$ cat src/rtl/addon_slice_sequencer.sv
// Purpose : time-shares one external SLICE_W-bit adder slice between NUM_REQ requesters, chaining carry across beats.
// Latency : one cycle from beat accept to registered result; one idle bubble cycle per transaction for arbitration.
// Backpressure: a held result (res_valid & !res_ready) drops req_ready of the owning requester; others wait for the lock.
//
// Ports:
//   clk, rst_n                 clock (rising edge) and synchronous active-low reset
//   req_valid/ready/a/b/cin/last  per-requester beat interface; slices packed at [i*SLICE_W +: SLICE_W]
//   slice_a/b/cin              operands driven to the external combinational adder slice
//   slice_sum/cout             adder slice outputs
//   res_valid/ready            result handshake
//   res_sum/cout/last/trunc/id registered result slice and its transaction flags / owner
module addon_slice_sequencer #(
    parameter int SLICE_W   = 3,
    parameter int NUM_REQ   = 2,
    parameter int MAX_BEATS = 4,
    localparam int IDW = (NUM_REQ > 1) ? $clog2(NUM_REQ) : 1,
    localparam int BCW = (MAX_BEATS > 1) ? $clog2(MAX_BEATS) : 1
) (
    input  logic                       clk,
    input  logic                       rst_n,
    input  logic [NUM_REQ-1:0]         req_valid,
    output logic [NUM_REQ-1:0]         req_ready,
    input  logic [NUM_REQ*SLICE_W-1:0] req_a,
    input  logic [NUM_REQ*SLICE_W-1:0] req_b,
    input  logic [NUM_REQ-1:0]         req_cin,
    input  logic [NUM_REQ-1:0]         req_last,
    output logic [SLICE_W-1:0]         slice_a,
    output logic [SLICE_W-1:0]         slice_b,
    output logic                       slice_cin,
    input  logic [SLICE_W-1:0]         slice_sum,
    input  logic                       slice_cout,
    output logic                       res_valid,
    input  logic                       res_ready,
    output logic [SLICE_W-1:0]         res_sum,
    output logic                       res_cout,
    output logic                       res_last,
    output logic                       res_trunc,
    output logic [IDW-1:0]             res_id
);

    localparam logic [0:0] ST_IDLE = 1'b0;
    localparam logic [0:0] ST_LOCK = 1'b1;

    logic [0:0]         r_state;
    logic [IDW-1:0]     r_rr_ptr;
    logic [IDW-1:0]     r_grant;
    logic               r_carry;
    logic [BCW-1:0]     r_beat_cnt;

    logic               r_res_valid;
    logic [SLICE_W-1:0] r_res_sum;
    logic               r_res_cout;
    logic               r_res_last;
    logic               r_res_trunc;
    logic [IDW-1:0]     r_res_id;

    logic               w_lock;
    logic               w_res_free;
    logic               w_accept;
    logic               w_first;
    logic               w_end;
    logic               w_trunc;
    logic               w_any;
    logic [IDW-1:0]     w_pick;
    logic [IDW-1:0]     w_cand;
    logic [IDW-1:0]     w_rr_next;
    logic [SLICE_W-1:0] w_gnt_a;
    logic [SLICE_W-1:0] w_gnt_b;
    logic               w_gnt_valid;
    logic               w_gnt_cin;
    logic               w_gnt_last;

    // Select the granted requester's beat fields.
    always_comb begin
        w_gnt_a     = '0;
        w_gnt_b     = '0;
        w_gnt_valid = 1'b0;
        w_gnt_cin   = 1'b0;
        w_gnt_last  = 1'b0;
        for (int i = 0; i < NUM_REQ; i++) begin
            if (int'(r_grant) == i) begin
                w_gnt_a     = req_a[i*SLICE_W +: SLICE_W];
                w_gnt_b     = req_b[i*SLICE_W +: SLICE_W];
                w_gnt_valid = req_valid[i];
                w_gnt_cin   = req_cin[i];
                w_gnt_last  = req_last[i];
            end
        end
    end

    // Round-robin pick: scan from rr_ptr upward. The loop runs downward so the
    // candidate closest to rr_ptr is written last and wins.
    always_comb begin
        w_any  = 1'b0;
        w_pick = '0;
        w_cand = '0;
        for (int k = NUM_REQ - 1; k >= 0; k--) begin
            w_cand = IDW'((int'(r_rr_ptr) + k) % NUM_REQ);
            if (req_valid[w_cand]) begin
                w_any  = 1'b1;
                w_pick = w_cand;
            end
        end
    end

    assign w_lock     = (r_state == ST_LOCK);
    // The result register can take a new beat if empty or being drained this cycle.
    assign w_res_free = !r_res_valid || res_ready;
    assign w_accept   = w_lock && w_gnt_valid && w_res_free;
    assign w_first    = (r_beat_cnt == '0);
    assign w_end      = w_gnt_last || (r_beat_cnt == BCW'(MAX_BEATS - 1));
    assign w_trunc    = !w_gnt_last && (r_beat_cnt == BCW'(MAX_BEATS - 1));
    assign w_rr_next  = (r_grant == IDW'(NUM_REQ - 1)) ? '0 : r_grant + IDW'(1);

    always_comb begin
        req_ready = '0;
        if (w_lock) begin
            req_ready[r_grant] = w_res_free;
        end
    end

    assign slice_a   = w_lock ? w_gnt_a : '0;
    assign slice_b   = w_lock ? w_gnt_b : '0;
    assign slice_cin = w_lock && (w_first ? w_gnt_cin : r_carry);

    always_ff @(posedge clk) begin
        if (!rst_n) begin
            r_state     <= ST_IDLE;
            r_rr_ptr    <= '0;
            r_grant     <= '0;
            r_carry     <= 1'b0;
            r_beat_cnt  <= '0;
            r_res_valid <= 1'b0;
            r_res_sum   <= '0;
            r_res_cout  <= 1'b0;
            r_res_last  <= 1'b0;
            r_res_trunc <= 1'b0;
            r_res_id    <= '0;
        end else begin
            // Result register: a new accept reloads it even while draining.
            if (w_accept) begin
                r_res_valid <= 1'b1;
                r_res_sum   <= slice_sum;
                r_res_cout  <= slice_cout;
                r_res_last  <= w_end;
                r_res_trunc <= w_trunc;
                r_res_id    <= r_grant;
            end else if (res_ready) begin
                r_res_valid <= 1'b0;
            end

            case (r_state)
                ST_IDLE: begin
                    if (w_any) begin
                        r_grant    <= w_pick;
                        r_beat_cnt <= '0;
                        r_state    <= ST_LOCK;
                    end
                end
                default: begin
                    if (w_accept) begin
                        r_carry <= slice_cout;
                        if (w_end) begin
                            r_beat_cnt <= '0;
                            r_rr_ptr   <= w_rr_next;
                            r_state    <= ST_IDLE;
                        end else begin
                            r_beat_cnt <= r_beat_cnt + BCW'(1);
                        end
                    end
                end
            endcase
        end
    end

    assign res_valid = r_res_valid;
    assign res_sum   = r_res_sum;
    assign res_cout  = r_res_cout;
    assign res_last  = r_res_last;
    assign res_trunc = r_res_trunc;
    assign res_id    = r_res_id;

endmodule

$ cat config.mk
export PLATFORM = sky130hd
export DESIGN_NAME = addon_slice_sequencer
export DESIGN_NICKNAME = d
export VERILOG_FILES = /design/src/rtl/addon_slice_sequencer.sv
export SDC_FILE = /design/constraint.sdc
export NUM_CORES = 1
export LEC_CHECK = 0
export ABC_AREA = 1
export BUFFER_PORTS_ARGS = -buffer_cell sky130_fd_sc_hd__buf_2
export CAP_MARGIN = 20
export CORE_MARGIN = 4
export CORE_UTILIZATION = 42
export DETAILED_ROUTE_END_ITERATION = 6
export HOLD_SLACK_MARGIN = 0.05
export PLACE_DENSITY_LB_ADDON = 0.05
export SLEW_MARGIN = 20
export SYNTH_ARGS = -nofsm -noshare
export SYNTH_HDL_FRONTEND = slang
export SYNTH_SLANG_ARGS = --single-unit
$ cat constraint.sdc
create_clock -name clk -period 1.53 [get_ports clk]
set_input_delay 0.153 -clock clk [delete_from_list [all_inputs] [get_ports clk]]
set_output_delay 0.153 -clock clk [all_outputs]
set_load 0.05 [all_outputs]
== After elaboration in Yosys (flattened, before gate mapping) ==
Index checks and enable logic that the tools add are counted.

* Memory bits (writable): 0
* Latch bits: 0
* Word-level logic and storage cells: 68
* Input bits: 25
* Register bits: 14
* Memories kept: 0
* Output and inout bits: 17
* Bits in read-only memories: 0

* $add $sub $neg: 3
* Bitwise operators: 2
* Reduce and logical (&&, ||, !) cells: 16
* Order comparisons: 4
* Equality and inequality tests: 2
* Shift-type cells: 0
* Multiplexer cells: 30
* Divide/modulo/power cells: 0
* Multipliers: 0

{| class="wikitable"
|+ Operators by type and width
! operator !! count
|-
| $mux W1 || 20
|-
| $mux W3 || 4
|-
| $mux W2 || 5
|-
| $lt A1 B2 Y1 const B || 3
|-
| $reduce_and A2 Y1 || 3
|-
| $logic_and A1 B1 Y1 || 5
|-
| $reduce_bool A2 Y1 || 2
|-
| $reduce_and A3 Y1 || 1
|-
| $add A1 B1 Y1 const B || 2
|-
| $add A2 B1 Y2 const B || 1
|-
| $and A2 B2 Y2 || 1
|-
| $eq A2 B2 Y1 const B || 1
|-
| $logic_not A1 Y1 || 2
|-
| $logic_not A2 Y1 || 1
|-
| $logic_or A1 B1 Y1 || 2
|-
| $ne A2 B1 Y1 const B || 1
|-
| $demux W1 S1 || 1
|-
| $ge A1 B1 Y1 const B || 1
|-
| $not A1 Y1 || 1
|}

== Logic depth before layout (Yosys ltp) ==
* Word-level depth: 7
* Depth in mapped cells: 8
* Depth with buffers taken out: 7

== Worst setup path after synthesis ==
OpenSTA, ideal clock, no wires.

* Path type: reg2out
* Start: reg r_res_valid, in the netlist res_valid
* End: out req_ready[0]
* Setup slack: -0.481 ns
* Data required time: 1.377 ns
* Arrival: 1.858 ns
* Path buffers: 0
* Stages on the path, launching flop included: 5
* Cell sequence: dfxtp_1 inv_1 or2_1 inv_1 nor3_1

* Cells in the longest elaborated chain, start to end: 4

{| class="wikitable"
|+ RTL lines
! what !! RTL line !! RTL
|-
| from (decl) || 50 || <nowiki>logic r_res_valid;</nowiki>
|-
| from (signal assigned) || 133 || <nowiki>r_res_valid <= 1'b0;</nowiki>
|-
| from (signal assigned) || 142 || <nowiki>r_res_valid <= 1'b1;</nowiki>
|-
| from (signal assigned) || 149 || <nowiki>r_res_valid <= 1'b0;</nowiki>
|-
| $logic_not A1 Y1 || 108 || <nowiki>assign w_res_free = !r_res_valid || res_ready;</nowiki>
|-
| $logic_or A1 B1 Y1 || 108 ||
|-
| $and A2 B2 Y2 (no line) || -- ||
|-
| $mux W2 || 117 || <nowiki>if (w_lock) begin</nowiki>
|-
| to (decl) || 22 || <nowiki>output logic [NUM_REQ-1:0] req_ready,</nowiki>
|}

Every way passes these cells.

== Worst setup path after layout ==
* Start: reg r_grant
* End: out slice_b[0]

* Cells in the longest elaborated chain, start to end: 2

{| class="wikitable"
|+ RTL lines
! what !! RTL line !! RTL
|-
| from (decl) || 46 || <nowiki>logic [IDW-1:0] r_grant;</nowiki>
|-
| from (signal assigned) || 155 || <nowiki>r_grant <= w_pick;</nowiki>
|-
| $mux W3 || 81 || <nowiki>if (int'(r_grant) == i) begin</nowiki>
|-
| $mux W3 || 123 || <nowiki>assign slice_b = w_lock ? w_gnt_b : '0;</nowiki>
|-
| to (decl) || 28 || <nowiki>output logic [SLICE_W-1:0] slice_b,</nowiki>
|}

Every way passes these cells.

==> flow_metrics.env <==
export IMPL_status="finished clean"
export IMPL_crit_chain="buf_4, nand2_1, a21oi_1, buf_2"
export IMPL_finalHoldViolCount=0
export IMPL_met2_usage=0.287
export IMPL_grt_pass1_vias=763
export IMPL_synth_fp_nets=140
export IMPL_max_freq_ghz=0.687
export IMPL_clk_insertion_delay_late_ns=0.28
export IMPL_stdcell_area_um2=1030
export IMPL_multi_input_area_um2=405
export IMPL_worstMarginPinSlew_ns=0.610
export IMPL_antenna_found_initial=0
export IMPL_area_growth_pct=37.7
export IMPL_worst_path_max_delay_cell="dfxtp_1"
export IMPL_pre_cts_ws_ns=0.191
export IMPL_crit_family="buffers and inverters"
export IMPL_top_usage_layer="met2"
export IMPL_clk_pin_slew_ns=0.08
export IMPL_p_per_area_nw_per_um2=1000
export IMPL_startpoint="r_grant$_SDFFE_PN0P_"
export IMPL_antenna_cells=0
export IMPL_rows=14
export IMPL_p_total_w=0.00103
export IMPL_reg2reg_from="r_grant$_SDFFE_PN0P_"
export IMPL_wl_mm=1.83
export IMPL_path_class="reg -> out"
export IMPL_arrival_ns=1.30
export IMPL_root_buffer="clkbuf_4"
export IMPL_grt_pass1_wl_mm=3.24
export IMPL_vdd_drop_max_mv=0.644
export IMPL_die_y_um=50.2
export IMPL_coreArea_um2=1590
export IMPL_dp_cells=175
export IMPL_holdBufCountCts=0
export IMPL_final_cell_mix="36 x buf_2, 30 x nand2_1, 17 x nor2_1"
export IMPL_finish_utilization=0.645
export IMPL_hold_path_class="in -> reg"
export IMPL_grt_start_max_net_pins=14
export IMPL_track_usage=0.162
export IMPL_postCtsSetupBuffers=0
export IMPL_ioPinCount=42
export IMPL_cts_buffers=3
export IMPL_worst_clock_skew_ns=0.00101
export IMPL_seq_area_frac_synth=0.375
export IMPL_final_antenna_net_count=0
export IMPL_grt_use_met3=0.0562
export IMPL_setup_violations=0
export IMPL_initial_core_util=0.469
export IMPL_drc_errors=0
export IMPL_drt_vias_per_instance=4.52
export IMPL_slew_headroom=0.589
export IMPL_hpwl_mm=1.45
export IMPL_clockBufferDepth=2
export IMPL_setup_worst_path_end_class="primary output"
export IMPL_cp_num_buf_inv=2
export IMPL_setup_ws_ns=0.0741
export IMPL_die_w_um=50.2
export IMPL_dpl_cell_area_um2=971
export IMPL_max_stage_delay_ns=0.36
export IMPL_synth_cells=113
export IMPL_cts_sinks=14
export IMPL_cts_tree="yes"
export IMPL_gr_total_overflow=0
export IMPL_netlist_area_um2=747
export IMPL_synth_seq_cells=14
export IMPL_min_period_ns=1.46
export IMPL_port_buffers=41
export IMPL_dr_pass1_iters=3
export IMPL_drv_cap=0
export IMPL_syn_avg_cell_area_um2=6.61
export IMPL_drive_gt1_frac=0.374
export IMPL_fill_cells=157
export IMPL_seqCellArea_um2=283
export IMPL_synth_distinct_cells=19
export IMPL_ctsHtreeMaxLevel=1
export IMPL_slew_viol_final=0
export IMPL_cp_start_kind="flop"
export IMPL_vias=809
export IMPL_gp_congestion=0.761
export IMPL_finalCritPeriodShare=0.952
export IMPL_finalNonFillerCells=179
export IMPL_use_met1=0.195
export IMPL_drt_iter0_markers=10
export IMPL_die_area_um2=2520
export IMPL_p_leak_nw=0.550
export IMPL_worstPathMaxFanout=12
export IMPL_min_from="slice_sum[0]"
export IMPL_yosys_warnings=0
export IMPL_required_ns=1.38
export IMPL_post_drt_wl_per_cell_um=10.2
export IMPL_finalNetCount=183
export IMPL_final_common_cell="buf_2"
-- cells by family (layout without fill, tap and decap cells) --
logic type,count (synthesis),count (layout),synth area share
AOI/OAI and AO/OA,21,21,0.144
buffers and inverters,16,58,0.0988
and+or+nand+nor,60,60,0.348
DFF,14,14,0.375
adders and majority gates,2,2,0.0335
-- cell usage after synthesis (all sizes together) --
cell,instances,area share
nand3,8,0.067
inv,12,0.060
buf,4,0.039
nand2,32,0.17
nor2,17,0.085
a21oi,13,0.087
o21ai,7,0.047
ha,2,0.033
nor3,2,0.013
dfxtp,14,0.38
o211ai,1,0.010
or2,1,0.0084
-- layout make-up --
class,instances,area share
Sequential cell,14,0.275
Clock buffer,4,0.0353
Multi-Input combinational cell,83,0.394
Inverter,12,0.0438
Tap cell,24,0.0292
Timing Repair Buffer,42,0.223
-- routing by layer --
metal  wire (µm)  share of wire
met5           0              0
met4           8         0.0044
met3          68          0.037
met2         941           0.51
met1         813           0.44
-- timing repair --
action,in CTS,in global routing
setup endpoints to repair,2,9
pin swaps,0,0
gates resized for setup,2,10
-- final timing paths --
| path | slack (ns) | cells past startpoint | endpoint |
|---|---|---|---|
| worst min register to register | 0.47 | 2 | res_last$_SDFFE_PN0P_ |
| worst max-delay path | 0.07 | 4 | slice_b[0] |
| worst max register to register | 0.27 | 7 | res_cout$_SDFFE_PN0P_ |
| worst min-delay path | 0.11 | 3 | res_sum[0]$_SDFFE_PN0P_ |
-- worst reg2reg max path: stages (launching register included) --
cell     delay, ns
dfxtp_1       0.36
buf_4         0.20
nand3_1       0.10
nand2_2       0.12
nand2_4       0.11
inv_2         0.13
nand2_1       0.08
a21oi_1       0.11
-- flip-flops by register name (all words and copies together), names as in the netlist --
| signal | cells |
|---|---|
| res_trunc | 1 |
| res_sum | 3 |
| r_carry | 1 |
| r_beat_cnt | 2 |
| res_last | 1 |
| r_state | 1 |
| res_id | 1 |
| r_grant | 1 |
| res_valid | 1 |
| res_cout | 1 |
| r_rr_ptr | 1 |
-- per-stage QoR --
stage / hold slack (ns) / setup TNS, ns
floorplan: 0.299 / -0.134
global placement: 0.393 / 0
detailed placement: 0.398 / 0
CTS: 0.103 / 0
global route: 0.115 / -0.00367
finish: 0.107 / 0
-- where the power goes --
group,internal (W),switching (W)
clock network,0.000145,0.000121
registers,0.000395,0.0000170
logic,0.000108,0.000247
(Power assumes the default switching activity.)
